--- config.mk ---
export PLATFORM = sky130hd
export DESIGN_NAME = ibex_fetch_fifo_credit
export DESIGN_NICKNAME = d
export VERILOG_FILES = /design/src/rtl/ibex_fetch_fifo_credit.sv
export SDC_FILE = /design/constraint.sdc
export NUM_CORES = 1
export LEC_CHECK = 0
export BUFFER_PORTS_ARGS = -buffer_cell sky130_fd_sc_hd__buf_2
export CORE_MARGIN = 2
export CORE_UTILIZATION = 30
export DETAILED_ROUTE_END_ITERATION = 12
export PLACE_DENSITY_LB_ADDON = 0.3
export REMOVE_ABC_BUFFERS = 1
export SYNTH_ARGS = -nofsm -noshare
export SYNTH_HDL_FRONTEND = slang
export SYNTH_SLANG_ARGS = --single-unit
export TNS_END_PERCENT = 10
--- constraint.sdc ---
create_clock -name clk_i -period 3.7 [get_ports clk_i]
set_input_delay 0.555 -clock clk_i [delete_from_list [all_inputs] [get_ports clk_i]]
set_output_delay 0.555 -clock clk_i [all_outputs]
set_load 0.03 [all_outputs]
--- src/rtl/ibex_fetch_fifo_credit.sv ---
// Instruction fetch FIFO with credit-based request tracking and a halfword realigner.
// Stored entries plus a zero-latency bypass of the incoming response form the logical queue.
module ibex_fetch_fifo_credit #(
    parameter int DEPTH    = 4,
    parameter int NUM_REQS = 2
) (
    input  logic                          clk_i,
    input  logic                          rst_i,
    input  logic                          clear_i,
    input  logic [31:0]                   in_addr_i,
    input  logic                          req_issue_i,
    output logic                          in_ready_o,
    input  logic                          in_valid_i,
    input  logic [31:0]                   in_rdata_i,
    input  logic                          in_err_i,
    output logic                          out_valid_o,
    input  logic                          out_ready_i,
    output logic [31:0]                   out_addr_o,
    output logic [31:0]                   out_rdata_o,
    output logic                          out_err_o,
    output logic                          out_err_plus2_o,
    output logic [$clog2(DEPTH+1)-1:0]    occupancy_o,
    output logic [$clog2(NUM_REQS+1)-1:0] outstanding_o
);

    localparam int PW = $clog2(DEPTH);
    localparam int CW = $clog2(DEPTH + 1);
    localparam int OW = $clog2(NUM_REQS + 1);
    localparam int SW = CW + 2;
    localparam logic [PW-1:0] PTR_LAST = PW'(DEPTH - 1);
    localparam logic [CW-1:0] CNT_FULL = CW'(DEPTH);
    localparam logic [OW-1:0] REQ_MAX  = OW'(NUM_REQS);

    logic [31:0]   r_mem_data [DEPTH];
    logic          r_mem_err  [DEPTH];
    logic [PW-1:0] r_rd_ptr;
    logic [PW-1:0] r_wr_ptr;
    logic [CW-1:0] r_count;
    logic [OW-1:0] r_outstanding;
    logic [OW-1:0] r_discard;
    logic [31:1]   r_addr;

    logic          w_push;
    logic          w_pop;
    logic          w_fire;
    logic          w_comp;
    logic          w_have_head;
    logic          w_have_next;
    logic [PW-1:0] w_rd_nxt;
    logic [31:0]   w_head_data;
    logic [31:0]   w_next_data;
    logic          w_head_err;
    logic          w_next_err;
    logic [SW-1:0] w_credit;
    logic          w_unused_addr0;

    function automatic logic [PW-1:0] ptr_inc(input logic [PW-1:0] p);
        return (p == PTR_LAST) ? '0 : p + PW'(1);
    endfunction

    assign w_unused_addr0 = in_addr_i[0];

    // Responses still owed to a flushed stream are dropped instead of entering the queue.
    assign w_push   = in_valid_i & ~clear_i & (r_discard == '0);
    assign w_rd_nxt = ptr_inc(r_rd_ptr);

    assign w_head_data = (r_count != '0) ? r_mem_data[r_rd_ptr] : in_rdata_i;
    assign w_head_err  = (r_count != '0) ? r_mem_err[r_rd_ptr]  : in_err_i;
    assign w_next_data = (r_count > CW'(1)) ? r_mem_data[w_rd_nxt] : in_rdata_i;
    assign w_next_err  = (r_count > CW'(1)) ? r_mem_err[w_rd_nxt]  : in_err_i;
    assign w_have_head = (r_count != '0) | w_push;
    assign w_have_next = (r_count > CW'(1)) | ((r_count == CW'(1)) & w_push);

    always_comb begin
        w_comp          = 1'b0;
        out_valid_o     = 1'b0;
        out_rdata_o     = w_head_data;
        out_err_o       = w_head_err;
        out_err_plus2_o = 1'b0;
        if (!r_addr[1]) begin
            w_comp      = (w_head_data[1:0] != 2'b11);
            out_valid_o = w_have_head;
        end else begin
            w_comp      = (w_head_data[17:16] != 2'b11);
            out_rdata_o = {w_next_data[15:0], w_head_data[31:16]};
            if (w_comp) begin
                out_valid_o = w_have_head;
            end else begin
                out_valid_o     = w_have_head & w_have_next;
                out_err_o       = w_head_err | w_next_err;
                out_err_plus2_o = ~w_head_err & w_next_err;
            end
        end
    end

    // An aligned compressed instruction leaves the top half of the head word for the next one.
    assign w_fire = out_valid_o & out_ready_i;
    assign w_pop  = w_fire & (r_addr[1] | ~w_comp);

    assign w_credit   = SW'(r_count) + SW'(r_outstanding) - SW'(r_discard);
    assign in_ready_o = (r_outstanding < REQ_MAX) & (w_credit < SW'(DEPTH));

    assign out_addr_o    = {r_addr, 1'b0};
    assign occupancy_o   = r_count;
    assign outstanding_o = r_outstanding;

    always_ff @(posedge clk_i) begin
        if (w_push) begin
            r_mem_data[r_wr_ptr] <= in_rdata_i;
            r_mem_err[r_wr_ptr]  <= in_err_i;
        end
    end

    always_ff @(posedge clk_i) begin
        if (rst_i) begin
            r_rd_ptr      <= '0;
            r_wr_ptr      <= '0;
            r_count       <= '0;
            r_outstanding <= '0;
            r_discard     <= '0;
            r_addr        <= '0;
        end else begin
            r_outstanding <= r_outstanding + OW'(req_issue_i) - OW'(in_valid_i);
            if (clear_i) begin
                r_rd_ptr  <= '0;
                r_wr_ptr  <= '0;
                r_count   <= '0;
                r_discard <= r_outstanding - OW'(in_valid_i);
                r_addr    <= in_addr_i[31:1];
            end else begin
                if (w_push) begin
                    r_wr_ptr <= ptr_inc(r_wr_ptr);
                end
                if (w_pop) begin
                    r_rd_ptr <= w_rd_nxt;
                end
                r_count <= r_count + CW'(w_push) - CW'(w_pop);
                if ((r_discard != '0) && in_valid_i) begin
                    r_discard <= r_discard - OW'(1);
                end
                if (w_fire) begin
                    r_addr <= r_addr + (w_comp ? 31'd1 : 31'd2);
                end
            end
        end
    end

    always_ff @(posedge clk_i) begin
        if (!rst_i) begin
            assert (!(req_issue_i && !in_ready_o));
            assert (!(in_valid_i && (r_outstanding == '0)));
            assert (!(w_push && (r_count == CNT_FULL)));
        end
    end

endmodule

[After elaboration in Yosys (flattened, before gate mapping)]
Memories as Yosys holds them, arrays and structs flattened. A register that Yosys moved wholly into a read port is not among the register bits.
Index checks and enable logic that the tools add are counted.
Cells by class
  add/subtract/negate cells: 11
  magnitude comparators: 3
  equal/unequal tests: 5
  mux-type cells: 25
  bitwise logic cells: 15
  reductions and logical operators: 7
Operator list (count)
  $mux 32: 2
  $mux 31: 2
  $add 31x2->31: 1
  $mux 2: 9
  $mux 16: 1
  $mux 1: 11
  $and 1x1->1: 8
  $reduce_bool 2->1: 3
  $lt 5x3->1 const B: 1
  $sub 4x2->5: 1
  $add 2x1->2 const B: 2
  $add 3x2->4: 1
  $eq 2x2->1 const B: 2
  $ne 2x2->1 const B: 2
  $or 1x1->1: 4
  $sub 2x1->2: 2
  $add 3x1->3: 1
  $eq 3x1->1 const B: 1
  $gt 3x1->1 const B: 1
  $not 1->1: 3
  $reduce_bool 3->1: 1
  $sub 3x1->3: 1
  $add 2x1->2: 1
  $logic_not 2->1: 1
  4 further kinds: 4
Storage, ports and cells
  bits in registers: 42
  memory bits (writable): 132
  logic and storage cells: 74
  memories: 2
Memories
  r_mem_data: words 4, bits a word 32, read ports 2, clocked after Yosys merged registers in 1, wr ports 1, line 34  | logic [31:0] r_mem_data [DEPTH];
  r_mem_err: words 4, bits a word 1, read ports 2, clocked after Yosys merged registers in 1, wr ports 1, line 35  | logic r_mem_err [DEPTH];

[Longest topological paths before layout]
Gate-level depths: netlist (run 1).
  depth after elaboration: 12
  gate-level depth with buffers: 16

[Worst setup path before layout (run 1)]
OpenSTA, ideal clock, no wires.
  path kind: register -> register
  start point: reg r_count[1], in the netlist occupancy_o[1]
  end point: reg r_count[2], in the netlist occupancy_o[2]
  setup time: 0.123 ns
  data arrival time: 3.281 ns
  setup slack: 0.296 ns
  cell stages (with the launch flop): 15
  clock period less this slack: 3.404 ns
  cells stage by stage: dfxtp_1 -> inv_1 -> ha_1 -> nand2b_1 -> o221a_2 -> o31ai_4 -> buf_2 -> a21oi_1 -> ha_1 -> inv_1 -> ha_1 -> inv_1 -> fa_1 -> xnor2_1 -> nor2_1
On the way
  longest elaborated chain between the ends: 9
  elaborated cells on any way between the ends: 19
  classes of those cells: add/sub (2); order compare (1); eq/ne (3); mux (4); bitwise (8); reduce/logical (1)
RTL lines
  from (decl): line 38  | logic [CW-1:0] r_count;
  from (signal assigned): line 137  | r_count <= r_count + CW'(w_push) - CW'(w_pop);
  branches (longest 8 deep; another with $gt 3x1->1)
  $sub 3x1->3 *: line 137
Mark *: on every way between the ends.
A chain may end at the register's enable or synchronous reset.

[Worst setup path in the final report (run 1)]
  start point: reg r_count[1], in the netlist occupancy_o[1]
  end point: out out_rdata_o[28]
On the way
  longest elaborated chain between the ends: 3
  elaborated cells on any way between the ends: 5
  classes of those cells: order compare (1); mux (3); reduce/logical (1)
RTL lines
  $gt 3x1->1 / $reduce_bool 3->1 (equally long branches): line 69, 67
  $mux 16 / $mux 32 (equally long branches): line 69, 67
  $mux 32 *: line 80  | if (!r_addr[1]) begin
  to (decl): line 19  | output logic [31:0] out_rdata_o,
Every way passes the cells marked *; elsewhere a longest branch is shown, timed or not.

==> results.sh, run 1 <==
export IMPL_outcome="finished, final reports clean"
export IMPL_critPathMaxFanout=12
export IMPL_rsz0062_at_grt="false"
export IMPL_setup_slack_ps=265
export IMPL_die_x_um=177
export IMPL_whs_endpoint="r_mem_data[2][20]"
export IMPL_whs_ps=350
export IMPL_vdd_ir_drop_max_mv=0.315
export IMPL_crit_path_start="occupancy_o[1]"
export IMPL_netlist_area_um2=8970
export IMPL_clkTransAtPathRegs_ps=70
export IMPL_fin_crit_ps=3440
export IMPL_hold_buffers=0
export IMPL_skew_ps=12.2
export IMPL_cts_setup_buffers=0
export IMPL_grt_pass1_wl_um=36400
export IMPL_design_area_um2=10800
export IMPL_ys_seq_elements=176
export IMPL_antenna_left=0
export IMPL_grt_util_all_layers=0.154
export IMPL_synth_xor_area_share=0.0176
export IMPL_worstPathRequired_ps=3140
export IMPL_clock_latency_ps=440
export IMPL_cts_tree="done"
export IMPL_remaining_drc_errors=0
export IMPL_antenna_found_initial=2
export IMPL_placed_area_um2=10200
export IMPL_wirelength_um=23500
export IMPL_place_ws_ps=283
export IMPL_ys_async_sr_fraction=0
export IMPL_routedWlPerCell_um=18.2
export IMPL_power_density_nw_per_um2=480
export IMPL_hp_start="in_rdata_i[20]"
export IMPL_min_delay_path_depth=1
export IMPL_synth_simple_gate_area_frac=0.133
export IMPL_setup_viol_count_final=0
export IMPL_r2r_end="r_addr[15]"
export IMPL_synth_mux_area_frac=0.138
export IMPL_clockBufferDepth=2
export IMPL_place_detailed_hpwl_um=15900
export IMPL_core_area_um2=29600
export IMPL_cts_htree_levels=4
export IMPL_path_class="flop to primary output"
export IMPL_start_util=0.303
export IMPL_row_count=63
export IMPL_syn_avg_cell_area_um2=12.0
export IMPL_p_leak_nw=3.93
export IMPL_synth_distinct_cells=61
export IMPL_synth_adder_area_share=0.0332
export IMPL_synth_edf_count=132
export IMPL_cts_resized_gates=0
export IMPL_layout_nets=980
export IMPL_ys_seq_area_frac=0.540
export IMPL_ys_flop_type="edfxtp_1"
export IMPL_avgViaCountPerCell=5.02
export IMPL_area_delta_synth_final_pct=20.0
export IMPL_grt_ovfl_total=0
export IMPL_setup_tns_final_ps=0
export IMPL_max_freq_mhz=291
export IMPL_seq_area_um2=4850
export IMPL_drv_slew=0
export IMPL_layout_common_cells="buf_2, edfxtp_1, nand2_1, nor2_1, mux4_2"
export IMPL_cts_num_sinks=176
export IMPL_gp_congestion=0.781
export IMPL_start_kind="flop"
export IMPL_synth_yosys_warnings=0
export IMPL_fp_dieH_um=177
export IMPL_end_kind="primary output"
export IMPL_fin_crit_sh=0.928
export IMPL_die_area_um2=31300
export IMPL_tightestPinTransition_ps=792
export IMPL_slew_headroom=0.467
export IMPL_drive_gt1_frac=0.301
export IMPL_drv_cap=0
export IMPL_worst_endpoint_arrival_ps=2880
export IMPL_drt_iter0_drc=415
export IMPL_ff2ff_path_depth=10
export IMPL_vias=6482
export IMPL_final_hold_viol_count=0
export IMPL_rr_startpoint="occupancy_o[0]"
export IMPL_ios=144
export IMPL_cts_made_buffers=17
export IMPL_synth_compound_area_frac=0.101
export IMPL_synthCells=746
export IMPL_mostFrequentLayoutCell="buf_2"
export IMPL_multi_input_comb_area_um2=3820
export IMPL_synth_top_family_by_area="multiplexers"
export IMPL_ff2ff_setup_slack_ps=290
export IMPL_hold_class="primary input to flop"
export IMPL_io_buffers=141
export IMPL_dr_pass1_iters=5
export IMPL_first_global_vias=6382
export IMPL_grt_max_degree=34
export IMPL_cts_root_buf="clkbuf_16"
export IMPL_num_fill_cells=2955
export IMPL_finalPower_mw=5.17
==> through the flow <==
step	utilization	cells
global placement	0.344	1258
finish	0.364	1291
CTS	0.364	1290
global route	0.364	1290
detailed placement	0.344	1258
floorplan	-	698
==> cell usage after synthesis (15+ instances only) <==
cell / number / area share
a211oi_1: 15 / 0.013
a21oi_1: 19 / 0.011
nor2_1: 65 / 0.027
dfxtp_1: 44 / 0.098
nand2_1: 124 / 0.052
inv_1: 27 / 0.011
clkbuf_1: 32 / 0.013
a31oi_1: 34 / 0.024
edfxtp_1: 132 / 0.44
ha_1: 19 / 0.027
mux4_2: 50 / 0.13
nand3_1: 17 / 0.0095
==> metal layers <==
metal  vias up  global-route usage  wire length (um)  share of wire
li1       3100                   -                 -              -
met1      3144               0.209             10600           0.45
met2       220               0.244             10900           0.47
met3        16              0.0438              1760          0.075
met4         2              0.0348               219         0.0093
met5         -                   0                 9        0.00038
==> cell type report <==
class                   instances  share of cell area
repair buffers                170              0.0858
diodes                          1            0.000232
clock inverters                14              0.0144
well taps                     390              0.0453
flip-flops and latches        176               0.450
multi-input cells             494               0.354
clock buffers                  18              0.0399
inverters                      28             0.00976
==> power by group <==
| group | internal [mW] | switching (mW) |
|---|---|---|
| clock | 0.963 | 0.838 |
| combinational | 0.374 | 0.751 |
| sequential | 2.19 | 0.0527 |
==> worst max-delay path, stage by stage, from the launching register on <==
cell	delay [ps]
dfxtp_1	310
buf_4	150
inv_1	130
ha_1	200
a21boi_0	460
a21o_1	310
buf_4	280
nand2_1	70
a31oi_1	270
buf_2	250
==> registers in the layout (all words and copies together), names as in the netlist, named ones only <==
register,count
r_discard,2
outstanding_o,2
r_addr,31
r_rd_ptr,2
r_mem_data,128
r_mem_err,4
r_wr_ptr,2
occupancy_o,3
==> worst max path at each step <==
stage / to / slack [ps] / cells after the start
after floorplan: occupancy_o[2] / -760 / 11
after global placement: r_addr[15] / 340 / 10
after detailed placement: r_addr[15] / 280 / 10
after CTS: out_rdata_o[28] / 170 / 9
after global routing: r_addr[20] / 30 / 12
final: out_rdata_o[28] / 260 / 9
==> cell families (layout without fill, tap and decap cells) <==
family	Yosys count	in the layout
fa+ha+maj	22	22
mux	61	61
xor+xnor	18	18
simple gates	268	268
other cells	1	2
buf+inv	76	230
flops	176	176
compound gates	124	124
Note: power is estimated with default switching activity, not from simulation.
==> run 2: changes to the inputs <==
--- a/config.mk
+++ b/config.mk
@@ -5,7 +5,7 @@
 export SDC_FILE = /design/constraint.sdc
 export NUM_CORES = 1
 export LEC_CHECK = 0
-export BUFFER_PORTS_ARGS = -buffer_cell sky130_fd_sc_hd__buf_2
+export BUFFER_PORTS_ARGS = -buffer_cell sky130_fd_sc_hd__buf_4
 export CORE_MARGIN = 2
 export CORE_UTILIZATION = 30
 export DETAILED_ROUTE_END_ITERATION = 12
==> results.sh, run 2 (synthesized netlist as in run 1, its figures left out) <==
export IMPL_n_antenna_cell=0
export IMPL_first_global_vias=6490
export IMPL_cts_htree_levels=4
export IMPL_area_delta_synth_final_pct=24.1
export IMPL_drive_gt1_frac=0.303
export IMPL_die_area_um2=31300
export IMPL_rsz0062_at_grt="false"
export IMPL_grt_max_degree=34
export IMPL_worst_endpoint_arrival_ps=2860
export IMPL_outcome="finished, final reports clean"
export IMPL_placed_area_um2=10500
export IMPL_hold_class="primary input to flop"
export IMPL_vias=6478
export IMPL_clockBufferDepth=2
export IMPL_grt_util_all_layers=0.152
export IMPL_die_x_um=177
export IMPL_antenna_found_initial=0
export IMPL_crit_path_start="occupancy_o[1]"
export IMPL_wirelength_um=23400
export IMPL_largest_register_ffs=128
export IMPL_fin_crit_ps=3420
export IMPL_cts_tree="done"
export IMPL_regMostFlops="r_mem_data"
export IMPL_grt_ovfl_total=0
export IMPL_routedWlPerCell_um=18.1
export IMPL_max_freq_mhz=292
export IMPL_design_area_um2=11100
export IMPL_hold_buffers=0
export IMPL_ff2ff_path_depth=10
export IMPL_avgViaCountPerCell=5.02
export IMPL_clock_latency_ps=430
export IMPL_worstPathRequired_ps=3140
export IMPL_fp_dieH_um=177
export IMPL_start_util=0.303
export IMPL_place_detailed_hpwl_um=15800
export IMPL_setup_viol_count_final=0
export IMPL_tightestPinTransition_ps=875
export IMPL_path_class="flop to primary output"
export IMPL_place_ws_ps=427
export IMPL_fin_crit_sh=0.924
export IMPL_setup_slack_ps=280
export IMPL_start_kind="flop"
export IMPL_core_area_um2=29600
export IMPL_cts_resized_gates=0
export IMPL_cts_made_buffers=17
export IMPL_mostFrequentLayoutCell="buf_4"
export IMPL_ios=144
export IMPL_end_kind="primary output"
export IMPL_vdd_ir_drop_max_mv=0.285
export IMPL_layout_common_cells="buf_4, edfxtp_1, nand2_1, nor2_1, mux4_2"
export IMPL_cts_num_sinks=176
export IMPL_layout_nets=980
export IMPL_gp_congestion=0.753
export IMPL_p_leak_nw=4.04
export IMPL_cts_root_buf="clkbuf_16"
export IMPL_crit_end="out_rdata_o[28]"
export IMPL_antenna_left=0
export IMPL_drt_iter0_drc=490
export IMPL_grt_pass1_wl_um=36300
export IMPL_drv_slew=0
export IMPL_slew_headroom=0.411
export IMPL_remaining_drc_errors=0
export IMPL_dr_pass1_iters=5
export IMPL_clkTransAtPathRegs_ps=80
export IMPL_io_buffers=141
export IMPL_r2r_end="r_addr[15]"
export IMPL_skew_ps=13.5
export IMPL_num_fill_cells=2895
export IMPL_final_hold_viol_count=0
export IMPL_ff2ff_setup_slack_ps=380
export IMPL_drv_cap=0
export IMPL_row_count=63
export IMPL_power_density_nw_per_um2=469
export IMPL_cts_setup_buffers=0
export IMPL_critPathMaxFanout=9
export IMPL_rr_startpoint="occupancy_o[1]"
export IMPL_top_regs="r_mem_data x128, r_addr x31, r_mem_err x4"
-- run 2: where the power goes --
| group | leakage (nW) | internal (mW) | switching [mW] | total (mW) |
|---|---|---|---|---|
| Combinational | 2.19 | 0.463 | 0.754 | 1.22 |
| Sequential | 1.56 | 2.19 | 0.0544 | 2.24 |
| Clock | 0.287 | 0.905 | 0.856 | 1.76 |
-- run 2: metrics by stage --
stage	TNS, ps	instances	hold WS, ps	power (mW)	utilization
after global placement	0	1258	485	3.50	0.356
after CTS	0	1290	312	5.28	0.376
after global routing	0	1290	313	5.47	0.377
final	0	1290	331	5.22	0.377
after floorplan	-8720	698	469	3.01	-
after detailed placement	0	1258	492	3.51	0.356
-- run 2: cell type report --
cell class	count	area, um^2	share of cell area
flip-flops and latches	176	4850	0.435
well taps	390	488	0.0438
multi-input cells	494	3820	0.343
clock inverters	15	164	0.0147
clock buffers	17	425	0.0382
repair buffers	170	1290	0.116
inverters	28	105	0.00944
-- run 2: worst min path at each step --
stage	slack (ps)	cells past startpoint	startpoint	to
final	330	1	in_rdata_i[29]	r_mem_data[0][29]
after global routing	310	1	in_rdata_i[25]	r_mem_data[1][25]
after CTS	310	1	in_rdata_i[29]	r_mem_data[0][29]
after detailed placement	490	2	r_wr_ptr[1]	r_wr_ptr[1]
after global placement	490	2	r_wr_ptr[1]	r_wr_ptr[1]
after floorplan	470	2	r_wr_ptr[1]	r_wr_ptr[1]
-- run 2: layer usage --
layer,part of all wire,global-route usage,up-vias
li1,-,-,3093
met3,0.073,0.0427,15
met5,0,0,-
met2,0.47,0.249,209
met4,0.012,0.0393,0
met1,0.44,0.200,3161
-- run 2: critical path: stages, from the launching register on --
cell and delay, ps:
dfxtp_1 340, buf_4 170, inv_1 130, ha_1 210, a21boi_0 430, a21o_2 330
buf_4 240, nand2_1 70, a31oi_1 290, buf_4 220
